$ cat src/rtl/spike_volley_encoder.sv
// rtl/spike_volley_encoder.sv - pixel-to-spike-time encoder with double-buffered volleys; optional volley counter under SPIKE_VOLLEY_ENCODER_COUNT_EN
module spike_volley_encoder #(
  parameter int NUM_INPUTS = 16,
  parameter int PIX_W      = 8,
  parameter int LOG_TP     = 3,
  parameter int TIME_W     = 6,
  parameter int MIN_PIX    = 16
) (
  input  logic                             clk,
  input  logic                             rst,
  input  logic                             pix_valid,
  output logic                             pix_ready,
  input  logic [PIX_W-1:0]                 pix_data,
  input  logic                             pix_train,
  output logic [TIME_W-1:0]                time_val,
  output logic [NUM_INPUTS*(LOG_TP+1)-1:0] spike_times,
  output logic                             training,
  output logic                             volley_start,
  output logic                             volley_done,
  output logic [15:0]                      volley_count
);

  localparam int ENC_W          = LOG_TP + 1;
  localparam int TESTING_PERIOD = 1 << LOG_TP;
  localparam int TIME_PERIOD    = TESTING_PERIOD + NUM_INPUTS;
  localparam int CNT_W          = (NUM_INPUTS > 1) ? $clog2(NUM_INPUTS) : 1;

  localparam logic [ENC_W-1:0]  NO_SPIKE   = '1;
  localparam logic [TIME_W-1:0] T_END      = TIME_W'(TIME_PERIOD - 1);
  localparam logic [TIME_W-1:0] T_TEST_END = TIME_W'(TESTING_PERIOD - 1);
  localparam logic [CNT_W-1:0]  CNT_LAST   = CNT_W'(NUM_INPUTS - 1);
  localparam logic [PIX_W-1:0]  PIX_MIN    = PIX_W'(MIN_PIX);

  typedef enum logic {IDLE, RUN} state_t;

  state_t            state, state_nxt;
  logic [ENC_W-1:0]  fill_buf [NUM_INPUTS];
  logic [ENC_W-1:0]  act_buf  [NUM_INPUTS];
  logic [CNT_W-1:0]  fill_cnt;
  logic              fill_full;
  logic              fill_train;
  logic              accept;
  logic              at_last;
  logic              swap;
  logic              finish;
  logic [TIME_W-1:0] last_time;
  logic [ENC_W-1:0]  pix_enc;

  // Fill side stalls only while a complete volley waits for its swap
  assign pix_ready    = !fill_full;
  assign accept       = pix_valid && pix_ready;
  assign last_time    = training ? T_END : T_TEST_END;
  assign at_last      = (time_val == last_time);
  assign volley_start = (state == RUN) && (time_val == '0);
  assign volley_done  = (state == RUN) && at_last;

  // Brighter pixel -> earlier spike: invert the top LOG_TP bits; dim pixels never spike
  always_comb begin
    pix_enc = NO_SPIKE;
    if (pix_data >= PIX_MIN) pix_enc = {1'b0, ~pix_data[PIX_W-1 -: LOG_TP]};
  end

  // State register
  always_ff @(posedge clk) begin
    if (rst) state <= IDLE;
    else     state <= state_nxt;
  end

  // Next state plus swap/finish decisions
  always_comb begin
    state_nxt = state;
    swap      = 1'b0;
    finish    = 1'b0;
    case (state)
      IDLE: begin
        if (fill_full) begin
          swap      = 1'b1;
          state_nxt = RUN;
        end
      end
      RUN: begin
        if (at_last) begin
          if (fill_full) begin
            swap = 1'b1;
          end else begin
            finish    = 1'b1;
            state_nxt = IDLE;
          end
        end
      end
      default: state_nxt = IDLE;
    endcase
  end

  // Fill buffer load, active buffer swap and time sweep
  always_ff @(posedge clk) begin
    if (rst) begin
      fill_cnt   <= '0;
      fill_full  <= 1'b0;
      fill_train <= 1'b0;
      training   <= 1'b0;
      time_val   <= T_END;
      for (int i = 0; i < NUM_INPUTS; i++) begin
        fill_buf[i] <= NO_SPIKE;
        act_buf[i]  <= NO_SPIKE;
      end
    end else begin
      if (accept) begin
        fill_buf[fill_cnt] <= pix_enc;
        if (fill_cnt == CNT_LAST) begin
          fill_full  <= 1'b1;
          fill_cnt   <= '0;
          fill_train <= pix_train;
        end else begin
          fill_cnt <= fill_cnt + 1'b1;
        end
      end
      // swap needs fill_full, accept needs !fill_full, so they never collide on fill_full
      if (swap) begin
        for (int i = 0; i < NUM_INPUTS; i++) act_buf[i] <= fill_buf[i];
        training  <= fill_train;
        fill_full <= 1'b0;
        time_val  <= '0;
      end else if (finish) begin
        for (int i = 0; i < NUM_INPUTS; i++) act_buf[i] <= NO_SPIKE;
        training <= 1'b0;
        time_val <= T_END;
      end else if (state == RUN) begin
        time_val <= time_val + 1'b1;
      end
    end
  end

  // Pack the active buffer onto the layer bus, entry i at the low end for i = 0
  always_comb begin
    spike_times = '0;
    for (int i = 0; i < NUM_INPUTS; i++) spike_times[i*ENC_W +: ENC_W] = act_buf[i];
  end

`ifdef SPIKE_VOLLEY_ENCODER_COUNT_EN
  logic [15:0] vcnt;

  // Completed-volley counter, wraps naturally at 16 bits
  always_ff @(posedge clk) begin
    if (rst)              vcnt <= '0;
    else if (volley_done) vcnt <= vcnt + 16'd1;
  end

  assign volley_count = vcnt;
`else
  assign volley_count = 16'd0;
`endif

endmodule

$ cat config.mk
export PLATFORM = sky130hd
export DESIGN_NAME = spike_volley_encoder
export DESIGN_NICKNAME = d
export VERILOG_FILES = /design/src/rtl/spike_volley_encoder.sv
export SDC_FILE = /design/constraint.sdc
export NUM_CORES = 1
export LEC_CHECK = 0
export CAP_MARGIN = 30
export CORE_ASPECT_RATIO = 0.7
export CORE_MARGIN = 1
export CORE_UTILIZATION = 40
export CTS_BUF_LIST = sky130_fd_sc_hd__clkbuf_4 sky130_fd_sc_hd__clkbuf_8
export CTS_CLUSTER_DIAMETER = 60
export CTS_CLUSTER_SIZE = 28
export DETAILED_ROUTE_END_ITERATION = 8
export GPL_TIMING_DRIVEN = 1
export PLACE_DENSITY_LB_ADDON = 0.2
export SYNTH_ARGS = -nofsm -noshare
export SYNTH_HDL_FRONTEND = slang
export SYNTH_SLANG_ARGS = --single-unit
$ cat constraint.sdc
create_clock -name clk -period 6.4 [get_ports clk]
set_clock_uncertainty 0.2 [all_clocks]
set_input_delay 1.28 -clock clk [delete_from_list [all_inputs] [get_ports clk]]
set_output_delay 1.28 -clock clk [all_outputs]
set_load 0.03 [all_outputs]
==> results.md, run 1 <==
* H-tree depth at 4
* Tot Pwr at 1.81 mW
* Syn Std Cell Area at 6300 um2
* RSZ-0062 raised after global routing: no
* TritonCTS Buffers at 17
* WHS Path Cells at 2
* Clk sinks at 142
* Dominant synthesized flop cell: edfxtp_1
* Slew Viols, Final at 0
* Number of synthesized register bits at 142
* WL/cell at 18.7 um
* Max_slew headroom at 33.8%
* Die height at 107 um
* GPL Wtd Cong at 0.794
* Max Fanout on Critical Path at 37
* CP Data Arrival Time at 2.68 ns
* Power Density at 237 nW/um2
* Inst Count DP at 783
* # nets final at 626
* Syn avg cell area at 11.4 um2
* Global-route wire length before repair at 24.6 mm
* CTS tree: done
* DRC Markers at 8
* Layout fillers at 1305
* Post-Route Setup TNS at 0 ns
* CP endpoint kind: output port
* Largest net degree at the start of global routing at 39
* Clk slew on worst S/H paths at 0.09 ns
* Final hold vios at 0
* Cell Count, Final, Fillers Out at 816
* Post-Route WL at 15.3 mm
* Synth warn at 0
* Clock latency on the worst-skew pair at 0.46 ns
* CP Launch Type: flop
* Leak at 2.15 nW
* EDFF count, synth at 96
* Cts repair resizes at 0
* Async set or reset register ratio after synthesis at 0%
* Post-route ant nets at 0
* FP Rows at 37
* Final min period at 4.16 ns
* # Post-CTS Setup Buffers at 0
* Final HPWL DP at 9.66 mm
* Syn Inst Count at 551
* Core Util, Final at 50.7%
* Max Fclk at 240 MHz
* Total GRT Usage at 19.7%
* Outcome: finished, violations left
* Worst slack, placed at 2.00 ns
* Via-per-instance ratio at 5.75
* CTS Root Cell: clkbuf_8
* Worst setup margin at 2.24 ns
* Final period util at 65.0%
* Max capacitance violation total at 0
* WS Path Type: flop to output port
* Worst-case clock buffer depth at 2
* Initial drt markers at 422
* I/O Pins at 102
* Die W at 152 um
* Initial Utilization at 41.9%
* Worst Path Required at 4.92 ns
* Synth area leader: edfxtp_1
* Synthesis-to-layout area growth at 21.0%
* Top-area cell type share of the netlist area at 45.8%
* Total congestion overflow at 0
* DRT Pass-1 Iters at 7
* Largest cells by area after synthesis: edfxtp_1 46%, dfxtp_1 15%, nand2_1 4.2%
* Initial antenna violation count at 0
* CORE AREA at 15000 um2
* Slew @ Worst Pin at 0.982 ns
* Count of cell types in the netlist at 47
* Worst r2r path cells at 5
* Die Area at 16300 um2
* Failing checks: DRC
* Hold_buf cts at 0
* Hold Path Class: flop to flop
* Sequential element share of the synthesized area at 60.4%
* N_diodes at 0
* Share of cells above drive strength 1 at 9.82%
* Peak supply drop at 0.126 mV
* Final setup violation count at 0
* Vias at 4690
* Port bufs at 81
* Number of global-route vias before repair at 4486
registers in the layout (all words and copies together), names as in the netlist:
| register | count |
|---|---|
| act_buf | 64 |
| fill_buf | 64 |
| fill_cnt | 4 |
| fill_full | 1 |
| fill_train | 1 |
| state | 1 |
| time_val | 6 |
| training | 1 |
cells in the final DEF, fill, tap and decap left out, types with 4 or more instances in the layout:
cell type	instances
o211ai_1	4
conb_1	16
inv_6	5
or2_2	4
o31ai_2	5
o31ai_1	27
o21ai_0	15
nor4_1	33
o22ai_1	32
nor2_1	17
a21oi_1	6
nand2_1	70
buf_4	10
dfxtp_1	46
xor2_1	4
inv_1	7
clkdlybuf4s50_1	81
nand3b_1	34
a211oi_1	32
nor3_1	4
clkbuf_8	17
ha_1	6
edfxtp_1	96
metrics by stage:
stage	cell area, um2	hold slack (ns)
after floorplan	6350	0.271
after global placement	7130	0.280
after detailed placement	7180	0.284
after CTS	7590	0.296
after global routing	7620	0.331
final	7620	0.299
where the power goes:
part / internal [mW] / total [mW] / leakage [nW] / switching (mW)
sequential: 0.978 / 0.981 / 1.03 / 0.00256
clock: 0.391 / 0.759 / 0.205 / 0.368
combinational: 0.0145 / 0.0659 / 0.912 / 0.0515
final cells by class:
type                            instances  area [um2]  share of cell area [%]
Multi-Input combinational cell        344        2170                    28.4
Inverter                                9        33.8                   0.443
Clock inverter                         15         184                    2.41
Tap cell                              195         244                    3.20
Timing Repair Buffer                   94         956                    12.5
Clock buffer                           17         234                    3.07
Sequential cell                       142        3800                    49.9
metal layers:
layer | vias up | part of all wire (%) | global-route usage [%]
met4 | 0 | 1.4 | 7.36
li1 | 2180 | - | -
met2 | 223 | 46 | 29.9
met3 | 23 | 6.6 | 4.73
met1 | 2264 | 47 | 27.6
met5 | - | 0 | 0
cell families (layout without fill, tap and decap cells):
kind of cell | count (synthesis) | after routing | share of synthesized area [%]
adders and majority gates | 6 | 6 | 1.19
other | 1 | 16 | 0.0595
xor gates and xnor gates | 7 | 7 | 1.39
AOI/OAI and AO/OA | 131 | 131 | 14.7
buffers and inverters | 80 | 135 | 6.44
and+or+nand+nor | 184 | 184 | 15.8
DFF | 142 | 142 | 60.4
cells in the mapped netlist, types with 2 or more instances:
| cell type | n |
|---|---|
| o311ai_0 | 2 |
| nand4_1 | 3 |
| nand3_1 | 3 |
| or3_1 | 2 |
| nand4bb_1 | 2 |
| clkbuf_1 | 31 |
| nor4_1 | 33 |
| o22ai_1 | 32 |
| nor3_1 | 4 |
| buf_1 | 2 |
| ha_1 | 6 |
| buf_4 | 18 |
| a211oi_1 | 32 |
| xor2_1 | 4 |
| a31oi_1 | 2 |
| nor2_1 | 18 |
| nand3b_1 | 34 |
| nand2b_1 | 3 |
| a21oi_1 | 6 |
| o31ai_1 | 27 |
| o31ai_2 | 5 |
| o21ai_0 | 15 |
| dfxtp_1 | 46 |
| o211ai_1 | 4 |
| edfxtp_1 | 96 |
| buf_2 | 18 |
| buf_6 | 2 |
| inv_1 | 8 |
| nand2_1 | 70 |
| or4b_1 | 2 |
| or4_1 | 2 |
| or2_2 | 4 |
path summary, 6_finish.rpt:
kind | from | to | slack, ns
setup / recovery | time_val[0] | volley_done | 2.24
hold reg to reg | fill_train | training | 0.30
hold / removal | fill_train | training | 0.30
setup reg to reg | time_val[0] | act_buf[0][14] | 4.06
critical path, stage by stage, from the launching register on:
cell	delay (ns)
dfxtp_1	0.44
ha_1	0.27
nand4bb_1	0.11
buf_4	0.29
nor3_1	0.38
clkdlybuf4s50_1	0.74
(Power assumes the default switching activity.)
==> inputs of run 2 (changes only) <==
clock period = 3.6 ns   (was 6.4 ns; I/O delays follow)
==> run 2 against run 1 <==
  * The flow still finishes with violations (DRC)
  * Core utilization shrank 0.091 points
  * Design area shrank 0.18%
  * Critical path type unchanged
  * Via count grew 0.36%
  * Global-route usage grew 0.19 points
  * Sequential power grew 77%
  * Clock-buffer cell count is the same
  * Flip-flop and latch count is the same
  * Non-clock buffer count grew 6
  * Combinational power grew 82%
  * Critical path depth is the same
==> results.md, run 2 (synthesis gave the netlist of run 1 again) <==
* Outcome: finished, violations left (unchanged)
* Failing checks: DRC (unchanged)
* Hold_buf cts at 0 (unchanged)
* Cell Int Power at 2.40 mW (was 1.38 mW)
* Clock power frac at 41.4% (was 42.0%)
* Initial antenna violation count at 0 (unchanged)
* Power Density at 418 nW/um2 (was 237 nW/um2)
* Sequential share of power at 54.8% (was 54.3%)
* Layout fillers at 1318 (was 1305)
* Number of global-route vias before repair at 4619 (was 4486)
* CTS Root Cell: clkbuf_8 (unchanged)
* H-tree depth at 4 (unchanged)
* CP endpoint kind: output port (unchanged)
* Post-route ant nets at 0 (unchanged)
* Leak at 2.17 nW (was 2.15 nW)
* Global-route wire length before repair at 24.6 mm (about the same)
* DRT Pass-1 Iters at 7 (unchanged)
* Final min period at 3.07 ns
* CTS tree: done (unchanged)
* Final HPWL DP at 9.74 mm (was 9.66 mm)
* Initial drt markers at 357 (was 422)
* Final period util at 85.4%
* Total GRT Usage at 19.9% (was 19.7%)
* Worst slack, placed at 0.389 ns (was 2.00 ns)
* Port bufs at 81 (unchanged)
* Max capacitance violation total at 0 (unchanged)
* Max_slew headroom at 33.0% (was 33.8%)
* # nets final at 632 (was 626)
* Most frequent cells in the layout: 96 x edfxtp_1, 79 x clkdlybuf4s50_1, 70 x nand2_1 (was 96 x edfxtp_1, 81 x clkdlybuf4s50_1, 70 x nand2_1)
* Post-Route Setup TNS at 0 ns (unchanged)
* Max Fclk at 325 MHz
* Peak supply drop at 0.251 mV (was 0.126 mV)
* Die W at 152 um (unchanged)
* Worst setup margin at 0.526 ns (was 2.24 ns)
* Most common cell after layout, fill and taps aside: edfxtp_1 (unchanged)
* Clk slew on worst S/H paths at 0.08 ns (was 0.09 ns)
* I/O Pins at 102 (unchanged)
* Hold WS at 0.299 ns (about the same)
* Synthesis-to-layout area growth at 20.8% (was 21.0%)
* Clk sinks at 142 (unchanged)
* Slew @ Worst Pin at 0.994 ns (was 0.982 ns)
* Post-Route WL at 15.4 mm (was 15.3 mm)
* GPL Wtd Cong at 0.761 (was 0.794)
* Final hold vios at 0 (unchanged)
* Gate power share at 3.8% (was 3.7%)
* Initial Utilization at 41.9% (unchanged)
* N_diodes at 0 (unchanged)
* Hold Path Class: flop to flop (unchanged)
* Slew Viols, Final at 0 (unchanged)
* Die height at 107 um (unchanged)
* Total congestion overflow at 0 (unchanged)
* WL/cell at 18.7 um (about the same)
* Largest regs: act_buf: 64 flops, fill_buf: 64 flops, time_val: 6 flops (unchanged)
* CP Launch Type: flop (unchanged)
* Max Fanout on Critical Path at 6 (was 37)
* Share of cells above drive strength 1 at 11.0% (was 9.82%)
* Switching portion of total power at 24.4% (was 23.4%)
* Worst Path Required at 2.68 ns (was 4.92 ns)
* FP Rows at 37 (unchanged)
* TritonCTS Buffers at 17 (unchanged)
* WS Path Type: flop to output port (unchanged)
* Largest net degree at the start of global routing at 39 (unchanged)
* Vias at 4707 (was 4690)
* Cts repair resizes at 0 (unchanged)
* Clock latency on the worst-skew pair at 0.46 ns (about the same)
* CORE AREA at 15000 um2 (unchanged)
* RSZ-0062 raised after global routing: no (unchanged)
* Switching pwr at 777 uW (was 422 uW)
* # Post-CTS Setup Buffers at 0 (unchanged)
* CP Data Arrival Time at 2.15 ns (was 2.68 ns)
* Via-per-instance ratio at 5.73 (was 5.75)
* Worst-case clock buffer depth at 2 (unchanged)
* Die Area at 16300 um2 (unchanged)
* DRC Markers at 7 (was 8)
* Final setup violation count at 0 (unchanged)
==> run 2: final cells by class <==
class	instances	area, um2	area share, %
clock buffers	17	234	3.08
flip-flops and latches	142	3800	50.0
well taps	195	244	3.21
inverters	9	33.8	0.444
multi-input cells	344	2160	28.5
repair buffers	100	953	12.5
clock inverters	15	174	2.29
==> run 2: path summary, 6_finish.rpt <==
kind	start	endpoint	slack (ns)	cells past startpoint
max	time_val[0]	volley_start	0.53	5
min	fill_train	training	0.30	2
max reg2reg	time_val[0]	act_buf[0][13]	1.26	5
min reg2reg	fill_train	training	0.30	2
==> run 2: through the flow <==
step | total power, mW | utilization, % | std cells | cell area, um2
global route | 3.29 | 50.6 | 822 | 7610
CTS | 3.20 | 50.5 | 822 | 7600
floorplan | 1.87 | - | 566 | 6360
detailed placement | 1.90 | 47.8 | 790 | 7200
finish | 3.18 | 50.6 | 822 | 7610
global placement | 1.90 | 47.8 | 790 | 7200
==> run 2: layer usage <==
metal  vias up  routed length (um)  global-route usage (%)
met3        26                1060                    6.02
li1       2193                   -                       -
met4         0                 265                    7.51
met1      2284                7250                    27.1
met2       204                6800                    30.0
met5         -                   0                       0
==> run 2: power groups by stage <==
stage	combinational, mW	sequential, mW	clock, mW
finish	0.120	1.74	1.32
global route	0.130	1.74	1.42
CTS	0.120	1.74	1.34
detailed placement	0.119	1.78	0
global placement	0.115	1.78	0
floorplan	0.0939	1.78	0
==> run 2: critical path, cell delays in order (launching register included) <==
cell and delay, ns:
dfxtp_1 0.36, inv_1 0.07, ha_1 0.13, or4b_2 0.57, nor3_1 0.24, dlymetal6s2s_1 0.34
==> inputs of run 3 (changes only) <==
DONT_BUFFER_PORTS = 1   (was default)
==> run 3 against run 2 <==
  * Design area down 11%
  * The run still ends with DRC left
  * Flip-flop and latch count unchanged
  * Sequential share of layout area up 6.5 points
==> results.md, run 3 (synthesis gave the netlist of run 1 again) <==
* Outcome: finished, violations left (unchanged)
* Failing checks: DRC (unchanged)
* Max_slew headroom at 36.1% (was 33.0%)
* Cell Count, Final, Fillers Out at 735 (was 822)
* Crit path cell chain: inv_1, ha_1, or4b_2, nor3_1, buf_4 (was inv_1, ha_1, or4b_2, nor3_1, dlymetal6s2s_1)
* RSZ-0062 raised after global routing: no (unchanged)
* Total congestion overflow at 0 (unchanged)
* Hold_buf cts at 0 (unchanged)
* Hold Path Class: input port to flop (was flop to flop)
* Number of global-route vias before repair at 4191 (was 4619)
* Non-Filler Cell Area, Final at 6740 um2 (was 7610 um2)
* Inst Count DP at 702 (was 790)
* Final setup violation count at 0 (unchanged)
* CP delay by family, top: simple AND/OR/NAND/NOR gates (unchanged)
* CP Data Arrival Time at 2.20 ns (was 2.15 ns)
* Worst r2r path cells at 5 (unchanged)
* Layout fillers at 1362 (was 1318)
* CP max stage cell: or4b_2 (unchanged)
* CTS tree: done (unchanged)
* Initial Utilization at 41.9% (unchanged)
* Post-route ant nets at 0 (unchanged)
* TritonCTS Buffers at 17 (unchanged)
* Final HPWL DP at 9.53 mm (was 9.74 mm)
* # Post-CTS Setup Buffers at 0 (unchanged)
* CP max stage delay at 0.57 ns (about the same)
* CORE AREA at 15000 um2 (unchanged)
* Worst R2R End: act_buf[0][9] (was act_buf[0][13])
* Post-Route Setup TNS at 0 ns (unchanged)
* Peak supply drop at 0.195 mV (was 0.251 mV)
* Via-per-instance ratio at 5.95 (was 5.73)
* DRT Pass-1 Iters at 7 (unchanged)
* Die Area at 16300 um2 (unchanged)
* Clock latency on the worst-skew pair at 0.46 ns (about the same)
* Crit path buffers/inverters at 2 (unchanged)
* CTS Root Cell: clkbuf_8 (unchanged)
* WHS Path Cells at 1 (was 2)
* Most frequent cells in the layout: 96 x edfxtp_1, 70 x nand2_1, 46 x dfxtp_1 (was 96 x edfxtp_1, 79 x clkdlybuf4s50_1, 70 x nand2_1)
* WS Path Type: flop to output port (unchanged)
* Total GRT Usage at 19.6% (was 19.9%)
* Slew Viols, Final at 0 (unchanged)
* Cts repair resizes at 0 (unchanged)
* Clk slew on worst S/H paths at 0.07 ns (was 0.08 ns)
* # nets final at 544 (was 632)
* DP Area at 6350 um2 (was 7200 um2)
* Max Fclk at 320 MHz (was 325 MHz)
* Reg-to-Reg Start: time_val[0] (unchanged)
* Share of cells above drive strength 1 at 11.1% (was 11.0%)
* Worst Path Required at 2.68 ns (about the same)
* Post-Route WL at 15.1 mm (was 15.4 mm)
* WL/cell at 20.6 um (was 18.7 um)
* H-tree depth at 4 (unchanged)
* Die W at 152 um (unchanged)
* Max capacitance violation total at 0 (unchanged)
* Vias at 4376 (was 4707)
* Final hold vios at 0 (unchanged)
* Largest regs: act_buf: 64 flops, fill_buf: 64 flops, time_val: 6 flops (unchanged)
* Crit path launch: time_val[0] (unchanged)
* Largest net degree at the start of global routing at 41 (was 39)
* Power Density at 456 nW/um2 (was 418 nW/um2)
* Die height at 107 um (unchanged)
* Port bufs at 0 (was 81)
* Final period util at 86.7% (was 85.4%)
* DRC Markers at 16 (was 7)
* FP Rows at 37 (unchanged)
* Clk sinks at 142 (unchanged)
* CP Launch Type: flop (unchanged)
* Initial antenna violation count at 1 (was 0)
* Synthesis-to-layout area growth at 6.99% (was 20.8%)
* Max Fanout on Critical Path at 6 (unchanged)
* CP endpoint kind: output port (unchanged)
* Tot Pwr at 3.07 mW (was 3.18 mW)
* CP endpoint: volley_start (unchanged)
* Final min period at 3.12 ns (was 3.07 ns)
* I/O Pins at 102 (unchanged)
* Hold WS at 0.135 ns (was 0.299 ns)
* Global-route wire length before repair at 23.9 mm (was 24.6 mm)
* Initial drt markers at 397 (was 357)
* Worst-case clock buffer depth at 2 (unchanged)
* GPL Wtd Cong at 0.738 (was 0.761)
* R2r setup slk at 0.97 ns (was 1.26 ns)
* CP Depth at 5 (unchanged)
* Leak at 1.77 nW (was 2.17 nW)
* Slew @ Worst Pin at 0.949 ns (was 0.994 ns)
* Min-delay src: rst (was fill_train)
* Most common cell after layout, fill and taps aside: edfxtp_1 (unchanged)
run 3: changes by cell type in the layout (fill, tap and decap cells not counted), moves of 2 or more:
cell             previous run  this run
clkdlybuf4s50_1            79         0
buf_4                      20        11
inv_6                       5         1
clkinv_2                    0         3
clkinv_4                    2         4
inv_8                       2         0
run 3: worst min path at each step:
| stage | endpoint |
|---|---|
| after CTS | state |
| after global routing | fill_cnt[1] |
| after detailed placement | act_buf[0][1] |
| final | fill_cnt[1] |
| after floorplan | training |
| after global placement | training |
run 3: per-stage QoR:
| step | utilization, % | setup slack [ns] |
|---|---|---|
| 2_1_floorplan | - | 0.320 |
| 3_3_place_gp | 42.2 | 0.907 |
| 3_5_place_dp | 42.2 | 0.921 |
| 4_1_cts | 44.8 | 0.407 |
| 5_1_grt | 44.8 | 0.361 |
| 6_report | 44.8 | 0.477 |
run 3: worst register-to-register path, cell delays in order, from the launching register on:
cell,delay [ns]
dfxtp_1,0.62
ha_1,0.32
nand4bb_1,0.15
buf_4,0.31
o311ai_4,0.30
buf_4,0.38
run 3: area by class of cell:
| type | instances | area (um2) | area share [%] |
|---|---|---|---|
| flip-flops and latches | 142 | 3800 | 56.5 |
| multi-input cells | 344 | 2160 | 32.1 |
| well taps | 195 | 244 | 3.62 |
| clock buffers | 18 | 241 | 3.58 |
| clock inverters | 14 | 145 | 2.15 |
| repair buffers | 12 | 103 | 1.52 |
| inverters | 9 | 33.8 | 0.501 |
| diodes | 1 | 2.50 | 0.0371 |
run 3: layer usage:
layer / vias up / wire length [um] / global-route usage [%] / part of all wire (%)
met5: - / 0 / 0 / 0
met4: 0 / 215 / 6.71 / 1.4
met3: 19 / 1220 / 6.67 / 8.0
met2: 180 / 6760 / 29.9 / 45
met1: 2154 / 6960 / 26.0 / 46
li1: 2023 / - / - / -
run 3: report_power, final:
part           switching [mW]  internal [mW]
combinational          0.0725         0.0185
clock                   0.619          0.621
sequential            0.00425           1.74
